==> src/rtl/idex_stage.sv <==
// ID/EX pipeline register with load-use hazard detection, bubble insertion,
// branch flush and saturating stall/flush event counters.
module idex_stage #(
   parameter int unsigned XLEN  = 32,
   parameter int unsigned CNT_W = 16
) (
   input  logic             clk,
   input  logic             rst_n,
   input  logic             valid_id,
   input  logic [4:0]       rs1_id,
   input  logic [4:0]       rs2_id,
   input  logic [4:0]       rd_id,
   input  logic             uses_rs1_id,
   input  logic             uses_rs2_id,
   input  logic             RUWr_id,
   input  logic             DMRd_id,
   input  logic             DMWr_id,
   input  logic             ALUASrc_id,
   input  logic             ALUBSrc_id,
   input  logic [3:0]       ALUOp_id,
   input  logic [1:0]       RUDataWrSrc_id,
   input  logic [4:0]       BrOp_id,
   input  logic [XLEN-1:0]  rs1_data_id,
   input  logic [XLEN-1:0]  rs2_data_id,
   input  logic [XLEN-1:0]  imm_id,
   input  logic [XLEN-1:0]  pc_id,
   input  logic             flush_i,
   output logic [4:0]       rs1_ex,
   output logic [4:0]       rs2_ex,
   output logic [4:0]       rd_ex,
   output logic             RUWr_ex,
   output logic             DMRd_ex,
   output logic             DMWr_ex,
   output logic             ALUASrc_ex,
   output logic             ALUBSrc_ex,
   output logic [3:0]       ALUOp_ex,
   output logic [1:0]       RUDataWrSrc_ex,
   output logic [4:0]       BrOp_ex,
   output logic [XLEN-1:0]  rs1_data_ex,
   output logic [XLEN-1:0]  rs2_data_ex,
   output logic [XLEN-1:0]  imm_ex,
   output logic [XLEN-1:0]  pc_ex,
   output logic             valid_ex,
   output logic             stall_o,
   output logic [CNT_W-1:0] load_use_cnt,
   output logic [CNT_W-1:0] flush_cnt
);

   localparam logic [CNT_W-1:0] CNT_MAX = {CNT_W{1'b1}};

   logic [4:0]       rs1_q, rs1_d, rs2_q, rs2_d, rd_q, rd_d;
   logic             ruwr_q, ruwr_d, dmrd_q, dmrd_d, dmwr_q, dmwr_d;
   logic             alua_q, alua_d, alub_q, alub_d, valid_q, valid_d;
   logic [3:0]       aluop_q, aluop_d;
   logic [1:0]       wrsrc_q, wrsrc_d;
   logic [4:0]       brop_q, brop_d;
   logic [XLEN-1:0]  rs1_data_q, rs1_data_d, rs2_data_q, rs2_data_d;
   logic [XLEN-1:0]  imm_q, imm_d, pc_q, pc_d;
   logic [CNT_W-1:0] lu_cnt_q, lu_cnt_d, fl_cnt_q, fl_cnt_d;
   logic             hazard;

   // Load in EX whose destination is read by the instruction in ID.
   always_comb begin
      hazard  = valid_q & dmrd_q & ruwr_q & valid_id &
                ((uses_rs1_id & (rs1_id == rd_q)) | (uses_rs2_id & (rs2_id == rd_q)));
      stall_o = hazard & ~flush_i;
   end

   always_comb begin
      valid_d    = 1'b0;
      rs1_d      = 5'd0;
      rs2_d      = 5'd0;
      rd_d       = 5'd0;
      ruwr_d     = 1'b0;
      dmrd_d     = 1'b0;
      dmwr_d     = 1'b0;
      alua_d     = 1'b0;
      alub_d     = 1'b0;
      aluop_d    = 4'd0;
      wrsrc_d    = 2'd0;
      brop_d     = 5'd0;
      rs1_data_d = '0;
      rs2_data_d = '0;
      imm_d      = '0;
      pc_d       = '0;
      lu_cnt_d   = lu_cnt_q;
      fl_cnt_d   = fl_cnt_q;
      if (!flush_i && !hazard) begin
         valid_d    = valid_id;
         rs1_d      = rs1_id;
         rs2_d      = rs2_id;
         rd_d       = rd_id;
         // Forwarding never checks for x0, so suppress writes to it here.
         ruwr_d     = RUWr_id & (rd_id != 5'd0) & valid_id;
         dmrd_d     = DMRd_id & valid_id;
         dmwr_d     = DMWr_id & valid_id;
         brop_d     = valid_id ? BrOp_id : 5'd0;
         alua_d     = ALUASrc_id;
         alub_d     = ALUBSrc_id;
         aluop_d    = ALUOp_id;
         wrsrc_d    = RUDataWrSrc_id;
         rs1_data_d = rs1_data_id;
         rs2_data_d = rs2_data_id;
         imm_d      = imm_id;
         pc_d       = pc_id;
      end
      if (stall_o && (lu_cnt_q != CNT_MAX)) lu_cnt_d = lu_cnt_q + CNT_W'(1);
      if (flush_i && (fl_cnt_q != CNT_MAX)) fl_cnt_d = fl_cnt_q + CNT_W'(1);
   end

   always_ff @(posedge clk or negedge rst_n) begin
      if (!rst_n) begin
         valid_q    <= 1'b0;
         rs1_q      <= 5'd0;
         rs2_q      <= 5'd0;
         rd_q       <= 5'd0;
         ruwr_q     <= 1'b0;
         dmrd_q     <= 1'b0;
         dmwr_q     <= 1'b0;
         alua_q     <= 1'b0;
         alub_q     <= 1'b0;
         aluop_q    <= 4'd0;
         wrsrc_q    <= 2'd0;
         brop_q     <= 5'd0;
         rs1_data_q <= '0;
         rs2_data_q <= '0;
         imm_q      <= '0;
         pc_q       <= '0;
         lu_cnt_q   <= '0;
         fl_cnt_q   <= '0;
      end else begin
         valid_q    <= valid_d;
         rs1_q      <= rs1_d;
         rs2_q      <= rs2_d;
         rd_q       <= rd_d;
         ruwr_q     <= ruwr_d;
         dmrd_q     <= dmrd_d;
         dmwr_q     <= dmwr_d;
         alua_q     <= alua_d;
         alub_q     <= alub_d;
         aluop_q    <= aluop_d;
         wrsrc_q    <= wrsrc_d;
         brop_q     <= brop_d;
         rs1_data_q <= rs1_data_d;
         rs2_data_q <= rs2_data_d;
         imm_q      <= imm_d;
         pc_q       <= pc_d;
         lu_cnt_q   <= lu_cnt_d;
         fl_cnt_q   <= fl_cnt_d;
      end
   end

   assign valid_ex       = valid_q;
   assign rs1_ex         = rs1_q;
   assign rs2_ex         = rs2_q;
   assign rd_ex          = rd_q;
   assign RUWr_ex        = ruwr_q;
   assign DMRd_ex        = dmrd_q;
   assign DMWr_ex        = dmwr_q;
   assign ALUASrc_ex     = alua_q;
   assign ALUBSrc_ex     = alub_q;
   assign ALUOp_ex       = aluop_q;
   assign RUDataWrSrc_ex = wrsrc_q;
   assign BrOp_ex        = brop_q;
   assign rs1_data_ex    = rs1_data_q;
   assign rs2_data_ex    = rs2_data_q;
   assign imm_ex         = imm_q;
   assign pc_ex          = pc_q;
   assign load_use_cnt   = lu_cnt_q;
   assign flush_cnt      = fl_cnt_q;

endmodule
==> config.mk <==
export PLATFORM = sky130hd
export DESIGN_NAME = idex_stage
export DESIGN_NICKNAME = d
export VERILOG_FILES = /design/src/rtl/idex_stage.sv
export SDC_FILE = /design/constraint.sdc
export NUM_CORES = 1
export LEC_CHECK = 0
export BUFFER_PORTS_ARGS = -buffer_cell sky130_fd_sc_hd__buf_2
export CORE_MARGIN = 2
export CORE_UTILIZATION = 35
export DETAILED_ROUTE_END_ITERATION = 8
export GPL_TIMING_DRIVEN = 0
export PLACE_DENSITY = 0.76
export SLEW_MARGIN = 25
export SYNTH_ARGS = -nofsm -noshare
export SYNTH_HDL_FRONTEND = slang
export SYNTH_SLANG_ARGS = --single-unit
==> constraint.sdc <==
create_clock -name clk -period 2.3 [get_ports clk]
set_input_delay 0.115 -clock clk [delete_from_list [all_inputs] [get_ports clk]]
set_output_delay 0.115 -clock clk [all_outputs]
set_load 0.03 [all_outputs]
==> results of run 1 <==
-- critical path, cell delays in order, from the launching register on --
cell       delay (ps)
dfrtp_1           470
xnor2_1           310
nand4_1           210
o2bb2ai_2         240
a21oi_4           120
buf_4             210
clkbuf_2          230
and2_1            240
-- report_power, final --
group / internal (mW) / leakage, nW / switching [mW]
combinational: 0.584 / 3.13 / 0.826
clock: 1.68 / 0.311 / 1.46
sequential: 3.57 / 2.50 / 0.132
-- how the worst max path moves through the flow --
stage                                    to  cells after the start             from  slack (ps)
final                     RUDataWrSrc_ex[0]                      7         rd_ex[2]         140
after CTS                 RUDataWrSrc_ex[0]                      7         rd_ex[2]           5
after global placement           imm_ex[13]                      1            rst_n       -1920
after global routing      RUDataWrSrc_ex[0]                      7         rd_ex[2]          40
after detailed placement  RUDataWrSrc_ex[0]                      7         rd_ex[2]        -110
after floorplan             load_use_cnt[1]                      5  load_use_cnt[0]         250
-- cell type report --
class / instances / area share [%]
tap: 265 / 2.93
sequential: 192 / 42.5
timing repair buffer: 521 / 30.7
clock buffer: 17 / 3.76
antenna: 2 / 0.0443
clock inverter: 15 / 1.85
multi-input combinational: 289 / 17.2
inverter: 3 / 0.0996
buffer: 18 / 0.864
-- timing repair --
item,4_1_cts,5_1_grt
endpoints found under the setup margin,21,10
buffers inserted,0,2
hold buffers,160,0
hold endpoints to repair,351,0
gates cloned,0,0
pin swaps,1,1
gates resized for setup,1,2
-- per-layer routing --
metal  vias to the layer above  track usage [%]
met1                      2874             23.3
met2                       262             38.5
met3                        49             6.43
li1                       2700                -
met5                         -                0
met4                         0             8.82
-- sequential cells by signal (all words and copies together), names as in the netlist, 2 cells and up --
name,cells
rs1_data_ex,32
pc_ex,32
flush_cnt,16
BrOp_ex,5
rs2_ex,5
rs2_data_ex,32
RUDataWrSrc_ex,2
ALUOp_ex,4
imm_ex,32
rs1_ex,5
rd_ex,5
load_use_cnt,16
-- through the flow --
step | cells | setup TNS [ps] | setup slack (ps)
finish | 1322 | 0 | 138
global route | 1322 | 0 | 43.2
CTS | 1318 | 0 | 5.14
detailed placement | 1126 | -546 | -110
global placement | 1124 | -365130 | -1920
floorplan | 502 | 0 | 251
-- synth_stat cells, types with 2 or more instances --
cell type	number
nor2b_1	2
nand3_1	12
ha_1	2
inv_1	3
and2_1	159
clkbuf_1	6
buf_6	2
nor2_1	9
o21a_1	2
and4_1	2
xor2_1	19
nand4_1	15
nor3_1	8
a21oi_1	2
nand2_1	13
and3_1	2
nor4_1	5
xnor2_1	19
mux2_2	2
clkbuf_2	9
dfrtp_1	192
-- kinds of logic after synthesis --
group	count (synthesis)
AO/OA/AOI/OAI	12
flip-flops	192
XOR/XNOR	38
AND/OR/NAND/NOR	235
multiplexers	2
buffers and inverters	21
adder cells (fa/ha/maj)	2
==> results by group, run 1 <==
Run status
  • Outcome: completed

STA
  • RSZ-0062 raised after global routing: false
  • FMAX: 463 MHz
  • Fin Clk Skew: 16.1 ps
  • Hold slack final: 23.2 ps
  • Worst slew pin tran: 625 ps
  • Fin crit share: 94.0%
  • Slew Limit Fails: 0
  • Rel. slew slack: 58.0%
  • # setup viols final: 0
  • Post-layout minimum cycle time: 2160 ps
  • Final hold violation count: 0

Synthesis
  • Synth warn: 0
  • Largest cells by area after synthesis: dfrtp_1 70%, and2_1 15%, xnor2_1 2.4%
  • Top FF cell, synth: dfrtp_1
  • Netlist cell types: 38
  • Synth Area in XOR/XNOR: 4.87%
  • Net Count, Synth: 669
  • Post-Synth Adder-Cell Area: 0.366%
  • Yosys reg bits: 192
  • Syn avg cell area: 13.6 um2
  • Leading area contributor after synthesis: dfrtp_1
  • Async SR Flop Fraction: 100%
  • Mux cell area share after synthesis: 0.329%
  • Post-synth EDFFs: 0
  • Post-Syn Area: 6840 um2
  • Sequential-to-total area share from yosys stat: 70.2%
  • Share of Yosys cell area claimed by the top area cell type: 70.2%
  • Compound-cell area share of the yosys netlist: 1.59%
  • Largest family of logic cells by synthesized area: simple AND/OR/NAND/NOR gates
  • Simple-gate share of the synthesized area: 21.0%
  • Gate Count Post-Synth: 502

Cells and area
  • Layout area overhead: 65.2%
  • Most frequent cells in the layout: 356 x buf_2, 192 x dfrtp_1, 160 x dlygate4sd3_1, 159 x and2_1, 19 x xor2_1
  • Final core occ: 58.4%
  • Post-route cell area: 11,300 um2
  • Multi-input gate area: 1950 um2
  • Fillers: 1,525
  • Most common cell after layout, fill and taps aside: buf_2
  • Nets: 1,209
  • Sequential cell area: 4800 um2
  • Share of post-route cells with drive strength above 1: 39.6%

Clock tree
  • Cell chosen for the clock root: clkbuf_16
  • Skew-Pair Late Insertion Delay: 440 ps
  • # clock sinks: 192
  • H-tree Lvls: 4
  • Reg clk slew, reported paths: 70 ps
  • TritonCTS clock tree: done
  • CTS Buf Count: 17
  • Max clock buf depth: 2

Pwr
  • Pleak: 5.94 nW
  • Max IR drop VDD: 0.000501 V
  • Power, Total: 8.26 mW
  • Pwr dens: 731 nW/um2

Worst setup path
  • CP Data Required Time: 2610 ps
  • CP Data Arrival Time: 2470 ps
  • Nature of the critical path startpoint: flop
  • R2R Path End: RUDataWrSrc_ex[0]
  • R2R Setup Slk: 140 ps
  • Worst setup path class: flop to flop
  • Setup crit end kind: flop
  • Worst-path fanout max: 10
  • Worst reg2reg path depth: 7
  • Reg-to-Reg Start: rd_ex[2]

GRT
  • Global-route wire length before repair: 33,300 um
  • Largest net degree at the start of global routing: 97
  • Grt total ovfl: 0
  • Vias in the first global route: 6,390
  • GRT Total Usage: 21.3%
  • Initial antenna violation count: 2

Routing
  • Routed WL per cell: 16.7 um
  • # DRC: 0
  • Initial DRC count: 224
  • Vias per cell: 4.45
  • Via count: 5,885
  • Metal1 wirelength: 8220 um
  • WL final: 22,100 um
  • Metal3 WL: 1570 um
  • Antenna Nets Post-Route: 0
  • Met2 WL: 11,600 um
  • Top Layer Used: met4
  • Iteration count of the initial detailed-routing pass: 4

Min path
  • Hold Path End: flush_cnt[4]
  • HP Start: flush_i
  • Hold Path Cell Cnt: 3
  • Min-Delay Path Class: input port to flop

Floorplanning
  • Die H: 144 um
  • Core area: 19,300 um2
  • Die area: 20,700 um2
  • I/O pin cnt: 358
  • Initial core utilization: 35.4%
  • Die Width: 144 um
  • Row cnt: 51

Place
  • Gpl congestion: 0.803
  • Port Buf Inserts: 357
  • Dpl hpwl: 14,100 um
  • Placed cell areas: 9020 um2

Run
  • Max_cap viols: 0
Power figures use the tool's default switching activity.
==> run 2: changes to the inputs <==
--- a/config.mk
+++ b/config.mk
@@ -5,8 +5,8 @@
 export SDC_FILE = /design/constraint.sdc
 export NUM_CORES = 1
 export LEC_CHECK = 0
+export ABC_CLOCK_PERIOD_IN_PS = 2300
 export BUFFER_PORTS_ARGS = -buffer_cell sky130_fd_sc_hd__buf_2
-export CORE_MARGIN = 2
 export CORE_UTILIZATION = 35
 export DETAILED_ROUTE_END_ITERATION = 8
 export GPL_TIMING_DRIVEN = 0
==> results by group, run 2 (synthesized netlist as in run 1, its figures left out) <==
Floorplanning
  • Core area: 19,000 um2 (was 19,300 um2)
  • Die area: 20,100 um2 (was 20,700 um2)
  • Die H: 142 um (was 144 um)
  • Die Width: 142 um (was 144 um)
  • I/O pin cnt: 358 (unchanged)
  • Initial core utilization: 36.1% (was 35.4%)
  • Row cnt: 50 (was 51)

Clock tree
  • Setup bufs post-CTS: 0 (unchanged)
  • Max clock buf depth: 2 (unchanged)
  • TritonCTS clock tree: done (unchanged)
  • # clock sinks: 192 (unchanged)
  • Reg clk slew, reported paths: 70 ps (about the same)
  • H-tree Lvls: 4 (unchanged)
  • Cell chosen for the clock root: clkbuf_16 (unchanged)
  • CTS Buf Count: 17 (unchanged)
  • Skew-Pair Late Insertion Delay: 420 ps (was 440 ps)

STA
  • RSZ-0062 raised after global routing: false (unchanged)
  • Rel. slew slack: 50.4% (was 58.0%)
  • # setup viols final: 0 (unchanged)
  • Fin Clk Skew: 9.12 ps (was 16.1 ps)
  • Worst Slack Setup Final: 217 ps (was 138 ps)
  • Post-layout minimum cycle time: 2080 ps (was 2160 ps)
  • Worst slew pin tran: 744 ps (was 625 ps)
  • Slew Limit Fails: 0 (unchanged)
  • Post-Route Setup TNS: 0 ps (unchanged)
  • Final hold violation count: 0 (unchanged)
  • FMAX: 480 MHz (was 463 MHz)
  • Fin crit share: 90.6% (was 94.0%)

Cells and area
  • Inserted Diodes: 0 (was 2)
  • Final core occ: 59.1% (was 58.4%)
  • Fillers: 1,462 (was 1,525)
  • Nets: 1,207 (was 1,209)
  • Post-Layout Cell Count: 1,312 (was 1,322)
  • Layout area overhead: 63.7% (was 65.2%)
  • Most frequent cells in the layout: 356 x buf_2, 192 x dfrtp_1, 160 x dlygate4sd3_1, 159 x and2_1 (was 356 x buf_2, 192 x dfrtp_1, 160 x dlygate4sd3_1, 159 x and2_1, 19 x xor2_1)
  • Share of post-route cells with drive strength above 1: 39.3% (was 39.6%)
  • Sequential cell area: 4800 um2 (unchanged)
  • Multi-input gate area: 1930 um2 (was 1950 um2)
  • Most common cell after layout, fill and taps aside: buf_2 (unchanged)

Min path
  • Min-Delay Path Class: input port to flop (unchanged)

Worst setup path
  • CP Data Required Time: 2650 ps (was 2610 ps)
  • Setup crit end kind: flop (unchanged)
  • Slowest-stage cell, CP: dfrtp_1 (unchanged)
  • R2R Setup Slk: 220 ps (was 140 ps)
  • Worst setup path class: flop to flop (unchanged)
  • Worst-path fanout max: 10 (unchanged)
  • CP Data Arrival Time: 2430 ps (was 2470 ps)
  • Crit-path max cell delay: 430 ps (was 470 ps)
  • WP buf/inv: 2 (unchanged)
  • Nature of the critical path startpoint: flop (unchanged)
  • Crit path max-delay family: buffers and inverters (was flip-flops)
  • Cell breakdown of the critical path: xnor2_1, and4_1, o2bb2ai_1, a21oi_4, buf_4, clkbuf_2, and2_1 (was xnor2_1, nand4_1, o2bb2ai_2, a21oi_4, buf_4, clkbuf_2, and2_1)

Routing
  • Iteration count of the initial detailed-routing pass: 4 (unchanged)
  • Initial DRC count: 219 (was 224)
  • Via count: 5,722 (was 5,885)
  • # DRC: 0 (unchanged)
  • WL final: 20,700 um (was 22,100 um)
  • Vias per cell: 4.36 (was 4.45)
  • Antenna Nets Post-Route: 0 (unchanged)
  • Routed WL per cell: 15.8 um (was 16.7 um)

GRT
  • Grt total ovfl: 0 (unchanged)
  • GRT Total Usage: 20.6% (was 21.3%)
  • Initial antenna violation count: 0 (was 2)
  • Vias in the first global route: 6,138 (was 6,390)
  • Largest net degree at the start of global routing: 96 (was 97)
  • Global-route wire length before repair: 31,300 um (was 33,300 um)

Place
  • Gpl congestion: 0.842 (was 0.803)
  • Dpl hpwl: 13,300 um (was 14,100 um)
  • Port Buf Inserts: 357 (unchanged)
  • Placed insts: 1,121 (was 1,126)
  • Setup WS pre-CTS: 22.1 ps (was -110 ps)

Run
  • Max_cap viols: 0 (unchanged)

Pwr
  • Power, Total: 7.97 mW (was 8.26 mW)
  • Max IR drop VDD: 0.000470 V (was 0.000501 V)
  • Pwr dens: 712 nW/um2 (was 731 nW/um2)
  • Pleak: 5.90 nW (was 5.94 nW)

Run status
  • Outcome: completed (unchanged)
-- run 2: worst paths after layout --
| path | from | endpoint | depth (start not counted) |
|---|---|---|---|
| worst max-delay path | rd_ex[3] | rs1_data_ex[14] | 7 |
| worst min-delay path | flush_i | flush_cnt[4] | 3 |
| worst max register to register | rd_ex[3] | rs1_data_ex[14] | 7 |
| worst min register to register | flush_cnt[15] | flush_cnt[15] | 1 |
| max in group asynchronous | rst_n | rs1_data_ex[31] | 3 |
| min in group asynchronous | rst_n | flush_cnt[14] | 2 |
-- run 2: metal layers --
metal	up-vias	share of wire, %	track usage, %
met5	-	0	0
met4	0	2.0	8.15
met3	30	7.0	6.92
met2	234	53	37.1
met1	2760	38	22.1
li1	2698	-	-
-- run 2: final cells by class --
| class | count | share of cell area [%] |
|---|---|---|
| Tap cell | 260 | 2.91 |
| Sequential cell | 192 | 42.9 |
| Multi-Input combinational cell | 289 | 17.3 |
| Inverter | 3 | 0.101 |
| Clock inverter | 13 | 1.25 |
| Buffer | 18 | 0.883 |
| Timing Repair Buffer | 519 | 30.8 |
| Clock buffer | 18 | 3.83 |
-- run 2: tightest hold or removal path: stages --
cell and delay, ps:
buf_2 160, nand3_1 90, xnor2_1 60
-- run 2: metrics by stage --
step	hold WS (ps)	cell area, um2
global placement	321	8950
detailed placement	-71.0	9020
floorplan	-181	6840
global route	39.3	11200
finish	41.4	11200
CTS	9.65	11200
-- run 2: where the power goes --
group / switching (mW) / total, mW / internal, mW
sequential: 0.132 / 3.71 / 3.58
combinational: 0.813 / 1.39 / 0.580
clock: 1.34 / 2.87 / 1.53
total: 2.28 / 7.97 / 5.69
-- run 2: what timing repair did --
| action | 4_1_cts | 5_1_grt |
|---|---|---|
| endpoints found under the hold margin | 351 | 0 |
| endpoints found under the setup margin | 0 | 14 |
| hold buffers | 160 | 0 |
| resized for setup | 0 | 3 |
